`config.mk`:
```
export PLATFORM = sky130hd
export DESIGN_NAME = branch_predict_resolve
export DESIGN_NICKNAME = d
export VERILOG_FILES = /design/src/rtl/branch_predict_resolve.sv
export SDC_FILE = /design/constraint.sdc
export NUM_CORES = 1
export LEC_CHECK = 0
export BUFFER_PORTS_ARGS = -buffer_cell sky130_fd_sc_hd__buf_2
export CAP_MARGIN = 20
export CORE_MARGIN = 5
export CORE_UTILIZATION = 50
export DETAILED_ROUTE_END_ITERATION = 16
export PLACE_DENSITY = 0.81
export SLEW_MARGIN = 20
export SYNTH_ARGS = -nofsm -noshare
export SYNTH_HDL_FRONTEND = slang
export SYNTH_SLANG_ARGS = --single-unit
```
`constraint.sdc`:
```
create_clock -name clk -period 4.2 [get_ports clk]
set_clock_uncertainty 0.1 [all_clocks]
set_input_delay 0.42 -clock clk [delete_from_list [all_inputs] [get_ports clk]]
set_output_delay 0.42 -clock clk [all_outputs]
set_load 0.02 [all_outputs]
```
`src/rtl/branch_predict_resolve.sv`:
```
// Branch predictor and resolver: a PC-indexed table of saturating counters,
// a one-cycle registered prediction for fetch, and branch resolution at
// execute, with training, mispredict flagging and performance counters.
module branch_predict_resolve #(
  parameter int unsigned XLEN  = 32,
  parameter int unsigned IDX_W = 4,
  parameter int unsigned CTR_W = 2,
  parameter int unsigned CNT_W = 16
) (
  input  logic             clk,
  input  logic             rst_n,
  input  logic             pred_valid,
  input  logic [XLEN-1:0]  pred_pc,
  output logic             pred_taken,
  output logic             pred_vld_o,
  input  logic             ex_valid,
  input  logic [3:0]       ex_ctrl,
  input  logic [XLEN-1:0]  ex_pc,
  input  logic [XLEN-1:0]  ex_data1,
  input  logic [XLEN-1:0]  ex_data2,
  input  logic [2:0]       ex_func3,
  input  logic             ex_pred_taken,
  output logic             res_valid,
  output logic             res_taken,
  output logic [3:0]       res_type,
  output logic             mispredict,
  output logic [CNT_W-1:0] br_count,
  output logic [CNT_W-1:0] mp_count
);

  localparam int unsigned DEPTH = 2 ** IDX_W;
  localparam logic [CTR_W-1:0] CTR_INIT = CTR_W'((2 ** (CTR_W - 1)) - 1);
  localparam logic [CTR_W-1:0] CTR_MAX  = '1;

  typedef enum logic [3:0] {
    CTRL_COND = 4'b0001,
    CTRL_JAL  = 4'b0010,
    CTRL_JALR = 4'b0100,
    CTRL_NONE = 4'b1000
  } ctrl_e;

  logic [CTR_W-1:0] table_q [DEPTH];

  logic [IDX_W-1:0] pred_idx;
  logic [IDX_W-1:0] ex_idx;
  logic             is_cond;
  logic             is_jump;
  logic             is_branch;
  logic             legal_f3;
  logic             cond_true;
  logic             act_taken;
  logic             act_mp;
  logic             train;

  // Address bits outside the index field carry no information for the table.
  logic unused_pc_bits;
  assign unused_pc_bits = ^{pred_pc[XLEN-1:IDX_W+2], pred_pc[1:0],
                            ex_pc[XLEN-1:IDX_W+2], ex_pc[1:0]};

  assign pred_idx = pred_pc[IDX_W+1:2];
  assign ex_idx   = ex_pc[IDX_W+1:2];

  // Decode the EX instruction and evaluate its actual outcome.
  always_comb begin
    is_cond   = (ex_ctrl == CTRL_COND);
    is_jump   = (ex_ctrl == CTRL_JAL) || (ex_ctrl == CTRL_JALR);
    is_branch = is_cond || is_jump;
    legal_f3  = 1'b1;
    cond_true = 1'b0;
    case (ex_func3)
      3'b000:  cond_true = (ex_data1 == ex_data2);
      3'b001:  cond_true = (ex_data1 != ex_data2);
      3'b100:  cond_true = ($signed(ex_data1) <  $signed(ex_data2));
      3'b101:  cond_true = ($signed(ex_data1) >= $signed(ex_data2));
      3'b110:  cond_true = (ex_data1 <  ex_data2);
      3'b111:  cond_true = (ex_data1 >= ex_data2);
      default: legal_f3  = 1'b0;
    endcase
    act_taken = is_jump || (is_cond && legal_f3 && cond_true);
    act_mp    = is_branch && (act_taken != ex_pred_taken);
    train     = ex_valid && is_cond && legal_f3;
  end

  // Counter table: training at resolve; lookups elsewhere see the old value.
  always_ff @(posedge clk or negedge rst_n) begin
    if (!rst_n) begin
      for (int unsigned i = 0; i < DEPTH; i++) table_q[i] <= CTR_INIT;
    end else if (train) begin
      if (act_taken) begin
        if (table_q[ex_idx] != CTR_MAX) table_q[ex_idx] <= table_q[ex_idx] + CTR_W'(1);
      end else begin
        if (table_q[ex_idx] != '0) table_q[ex_idx] <= table_q[ex_idx] - CTR_W'(1);
      end
    end
  end

  // Registered prediction; holds its last value between lookups.
  always_ff @(posedge clk or negedge rst_n) begin
    if (!rst_n) begin
      pred_taken <= 1'b0;
      pred_vld_o <= 1'b0;
    end else begin
      pred_vld_o <= pred_valid;
      if (pred_valid) pred_taken <= table_q[pred_idx][CTR_W-1];
    end
  end

  // Registered resolution results, all zero for an empty EX slot.
  always_ff @(posedge clk or negedge rst_n) begin
    if (!rst_n) begin
      res_valid  <= 1'b0;
      res_taken  <= 1'b0;
      res_type   <= '0;
      mispredict <= 1'b0;
    end else begin
      res_valid  <= ex_valid;
      res_taken  <= ex_valid && act_taken;
      res_type   <= ex_valid ? ex_ctrl : '0;
      mispredict <= ex_valid && act_mp;
    end
  end

  // Saturating performance counters.
  always_ff @(posedge clk or negedge rst_n) begin
    if (!rst_n) begin
      br_count <= '0;
      mp_count <= '0;
    end else if (ex_valid) begin
      if (is_branch && (br_count != '1)) br_count <= br_count + CNT_W'(1);
      if (act_mp && (mp_count != '1))    mp_count <= mp_count + CNT_W'(1);
    end
  end

endmodule
```
==> After elaboration in Yosys (flattened, before gate mapping) <==
Cells that the tools add are included.
{ "totals": {"register_bits": 73, "out_inout_bits": 41, "word_cells": 88} }
{ "classes": {"addsub": 4, "order_cmp": 7, "eq_ne": 15, "muxes": 16, "bitwise_logic": 2, "reduce_logical": 20} }
{ "ops": {"columns": ["operator", "n"], "rows": [
  ["$mux W32", 3],
  ["$bwmux W32", 2],
  ["$ge A32 B32 Y1", 2],
  ["$lt A32 B32 Y1", 2],
  ["$add A16 B1 Y16 const B", 2],
  ["$eq A32 B32 Y1", 1],
  ["$ne A16 B16 Y1 const B", 2],
  ["$ne A32 B32 Y1", 1],
  ["$bmux W2 S4", 2],
  ["$eq A3 B3 Y1 const B", 4],
  ["$ge A5 B5 Y1 const B", 2],
  ["$logic_and A1 B1 Y1", 10],
  ["$mux W2", 5],
  ["$not A4 Y5", 2],
  ["$demux W2 S4", 1],
  ["$pmux W1 S6", 1],
  ["$reduce_or A6 Y1", 1],
  ["$lt A5 B1 Y1 const B", 1],
  ["$eq A4 B1 Y1 const B", 1],
  ["$eq A4 B2 Y1 const B", 1],
  ["$eq A4 B3 Y1 const B", 1],
  ["$mux W4", 1],
  ["$reduce_and A2 Y1", 2],
  ["$reduce_bool A2 Y1", 2],
  ["10 further kinds", 12]
]} }

==> Depth between registers and ports, before layout <==
{ "logic_depth": {"word_depth": 10, "depth_mapped": 13, "ltp_nobuf": 11} }

==> Worst setup path after synthesis <==
OpenSTA, ideal clock, no wires.
{ "synth_path": {"path_type": "input port to flip-flop", "start": "input port ex_pc[2]", "end": "register table_q[21] (netlist bit)", "setup_ns": 0.128, "t_arrival_ns": 3.351, "required_ns": 3.972, "setup_slack_ns": 0.621, "path_stages": 13, "path_cell_list": "buf_1 > mux4_2 > mux2i_1 > nand2_1 > o21ai_1 > clkbuf_1 > inv_1 > ha_1 > o21ai_1 > nand4_1 > buf_6 > nor4_4 > mux2_1"} }
{ "synth_between": {"elab_chain_cells": 8, "elab_cells_between_ends": 21, "classes_between": "2 x add/sub; 2 x order compare; 2 x eq/ne; 10 x mux; 1 x bitwise; 4 x reduce/logical"} }
{ "synth_rtl": {"columns": ["element", "line", "source"], "rows": [
  ["start: declaration", "18", "input logic [XLEN-1:0] ex_pc,"],
  ["$not A4 Y5 (implied by the code) (*)", "90, 92", null],
  ["$bmux W2 S4, or another cell as far along", "90, 92", null],
  ["$mux W2 (implied by the code) / $logic_and A1 B1 Y1 (equally long branches)", "90, 92", null],
  ["$mux W2 (implied by the code)", "90, 92", null],
  ["$sub A2 B1 Y2, or another cell as far along", "92", "if (table_q[ex_idx] != '0) table_q[ex_idx] <= table_q[ex_idx] - CTR_W'(1);"],
  ["$bwmux W32, on equally long branches", "92, 90", null],
  ["$mux W32, on equally long branches", "92, 90", null],
  ["$mux W32", "89", "if (act_taken) begin"],
  ["end: declaration", "42", "logic [CTR_W-1:0] table_q [DEPTH];"]
]} }
Every way passes the cells marked *; elsewhere a longest branch is shown, timed or not. The select of a mux whose other input is x is not followed.
A chain may end at the register's enable or synchronous reset.

==> Final worst setup path <==
{ "layout_path": {"start": "input port ex_data1[5]", "end": "register table_q[1] (netlist bit)"} }
{ "layout_between": {"elab_chain_cells": 6, "elab_cells_between_ends": 13, "classes_between": "4 x order compare; 3 x eq/ne; 2 x mux; 4 x reduce/logical"} }
{ "layout_rtl": {"columns": ["element", "line", "source"], "rows": [
  ["start: declaration", "19", "input logic [XLEN-1:0] ex_data1,"],
  ["$ge A32 B32 Y1, or another cell as far along", "76", "3'b111: cond_true = (ex_data1 >= ex_data2);"],
  ["$pmux W1 S6 (*)", "70", "case (ex_func3)"],
  ["$logic_and A1 B1 Y1 (*)", "79", "act_taken = is_jump || (is_cond && legal_f3 && cond_true);"],
  ["$logic_or A1 B1 Y1 (*)", "79", null],
  ["$ne A2 B1 Y1 (no source line) / $reduce_bool A2 Y1 (equally long branches)", null, null],
  ["$reduce_and A3 Y1 (no source line)", null, null]
]} }
Every way passes the cells marked *; elsewhere a longest branch is shown, timed or not.

==> impl_metrics.py <==
metrics = {
    "status": {
        "run_status": "finished clean",
    },
    "synth": {
        "synth_top_cell_by_area": "dfrtp_1",
        "synth-seq-area-share": 0.390,
        "synthesis.area_per_instance_sq_um": 11.6,
        "ys_top_cells_by_area": "dfrtp_1 30%, ha_1 9.5%, dfstp_2 8.9%, mux2_1 6.9%, mux4_2 6.7%",
        "netlist_cell_types": 54,
        "synth_most_common_cell": "dfrtp_1",
        "asyncSetResetFlopFracSynth": 1.00,
        "postSynth.topFlopCell": "dfrtp_1",
        "synthesis.instances": 407,
        "synth_edf_count": 0,
        "postSynthRegisterBits": 73,
        "yosysTopAreaCellShare": 0.301,
        "postSynthNetCount": 583,
        "synth_top_cells_by_count": "57 x dfrtp_1, 40 x inv_1, 36 x ha_1, 29 x mux2_1, 24 x xnor2_1",
        "synth_area_sq_um": 4740,
        "yosys_warnings": 0,
    },
    "floorplan": {
        "initial_utilization": 0.513,
        "full_die_area_sq_um": 11500,
        "io_pins": 181,
        "placement_rows": 35,
        "core_sq_um": 9240,
        "die_width_microns": 107,
        "die_y_extent_microns": 107,
    },
    "pwr": {
        "vdd_drop_max_mv": 0.265,
        "power_per_cell_area_nw_per_um2": 306,
        "report.power.total_w": 0.00175,
        "leakage_nw": 2.94,
    },
    "setup_path": {
        "worst_ep_required_time_ps": 4320,
        "timing.critical_path.to_type": "flip-flop",
        "reg2reg_to": "table_q[1]$_DFFE_PN0P_",
        "critical_path.endpoint": "table_q[1]$_DFFE_PN0P_",
        "reg2reg_depth": 7,
        "timing.critical_path.fanout_max": 3,
        "worst_setup_path_startpoint": "ex_data1[5]",
        "startpoint_type": "input pin",
        "reg2reg_from": "table_q[1]$_DFFE_PN0P_",
        "timing.critical_path.arrival_ps": 3650,
        "worst_path_class_setup": "in2reg",
        "setup_slack_on_the_worst_flop_to_flop_path_ps": 1080,
    },
    "grt": {
        "grt_util_all_layers": 0.189,
        "grt_pass1_vias": 3754,
        "grt_max_degree": 38,
        "global_route.overflow_total": 0,
        "wire_length_of_the_first_global_routing_pass_microns": 17500,
        "antenna_found_initial": 0,
    },
    "timing": {
        "hold_viol": 0,
        "tightest_slew_ps": 852,
        "max_freq_mhz": 284,
        "slew_violations": 0,
        "finalWorstPathRequiredPeriod_ps": 3530,
        "finalSetupTns_ps": 0,
        "rsz_0062_raised_after_global_routing": "false",
        "finalCritPeriodShare": 0.840,
        "setup_violations": 0,
        "headroom_to_the_max_slew_limit": 0.429,
    },
    "clock_tree": {
        "cts.repair_timing.setup_buffer_count": 0,
        "tritoncts": "built",
        "worst_setup_hold_path_clk_slew_ps": 70,
        "cts-root-buf": "clkbuf_8",
        "cts-buffers-inserted": 9,
        "clk_lat_worst_skew_ps": 350,
        "resize_count_post_cts": 0,
        "htree_num_levels": 3,
        "cts_sinks": 73,
        "hold_buffers": 0,
        "buffer_levels_on_the_longest_clock_path": 2,
    },
    "drt": {
        "post_drt_wl_per_cell_microns": 16.0,
        "route.antenna.remaining_nets": 0,
        "drt_wl_total_microns": 10700,
        "detail_route.first_pass.iterations": 5,
        "via_count": 3642,
        "detailedRoute.firstIterationViolations": 194,
        "drc": 0,
        "vias_per_cell": 5.41,
    },
    "hold_path": {
        "hold_path_class": "in2async",
    },
    "placement": {
        "detailed_place_hpwl_microns": 8680,
        "routabilityCongestion": 0.800,
        "placement.io_buffers": 124,
    },
    "finish": {
        "insertedDiodeCount": 0,
        "final_util": 0.619,
        "nNetsFinal": 715,
        "drive_gt1_frac": 0.375,
        "flow.area_growth_from_synthesis_pct": 20.6,
        "fillerInstances": 760,
    },
    "job": {
        "max-cap-violations": 0,
    },
}
-- routing by layer --
metal	track usage	wire (microns)
met1	0.236	4540
met2	0.322	5250
met3	0.0342	717
met4	0.0757	237
met5	0	0
-- stage by stage --
step           worst slack (ps)  hold WS, ps  instance area [sq um]  cells
2_1_floorplan               621         24.4                   4740    407
5_1_grt                     563         89.9                   5720    673
3_5_place_dp                328          386                   5510    657
3_3_place_gp                480          376                   5510    657
6_report                    673         58.1                   5720    673
4_1_cts                     668         85.5                   5720    673
-- layout by cell type (no fill, tap or decap), drive strengths merged, types with 16 or more instances in the layout --
cell type / synthesis / routed
buf: 5 / 129
dfrtp: 57 / 57
dfstp: 16 / 16
ha: 36 / 36
inv: 40 / 42
mux2: 37 / 37
nand2: 18 / 18
nand3: 17 / 17
nand4: 20 / 20
xnor2: 25 / 25
-- worst max-delay path, cell delays in order --
cell and delay, ps:
buf_2 110, ha_1 310, a21o_1 180, a21o_1 160, a2111oi_0 550, o32ai_1 250, o21a_2 290, o21ai_1 180
nand4_1 190, nor4_1 590, mux2_2 400
-- report_power, final --
| group | internal [W] | switching [W] |
|---|---|---|
| combinational | 0.000159 | 0.000220 |
| clock | 0.000295 | 0.000267 |
| sequential | 0.000756 | 0.0000515 |
| total | 0.00121 | 0.000538 |
-- final cells by class --
class | instances | area, sq um | share of cell area
multi-input combinational | 286 | 2700 | 0.472
sequential | 73 | 1850 | 0.323
timing repair buffer | 129 | 658 | 0.115
tap | 129 | 161 | 0.0282
inverter | 40 | 150 | 0.0263
clock buffer | 11 | 141 | 0.0247
clock inverter | 5 | 62.6 | 0.0109
-- worst min path at each step --
stage / from / to / slack [ps]
3_5_place_dp: br_count[10]$_DFFE_PN0P_ / br_count[10]$_DFFE_PN0P_ / 390
4_1_cts: rst_n / br_count[1]$_DFFE_PN0P_ / 90
2_1_floorplan: rst_n / br_count[0]$_DFFE_PN0P_ / 20
6_report: rst_n / br_count[9]$_DFFE_PN0P_ / 60
5_1_grt: pred_valid / pred_vld_o$_DFF_PN0_ / 90
3_3_place_gp: br_count[10]$_DFFE_PN0P_ / br_count[10]$_DFFE_PN0P_ / 380
-- logic make-up (layout without fill, tap and decap cells) --
group                      count (synthesis)  count (layout)  synth area share
muxes                                     52              52             0.157
buffers and inverters                     48             185            0.0430
AOI/OAI and AO/OA                         43              43            0.0605
and+or+nand+nor                          124             124             0.192
DFF                                       73              73             0.390
xor gates and xnor gates                  31              31            0.0628
adders and majority gates                 36              36            0.0950
No activity file was read; power rests on OpenSTA's default activity.
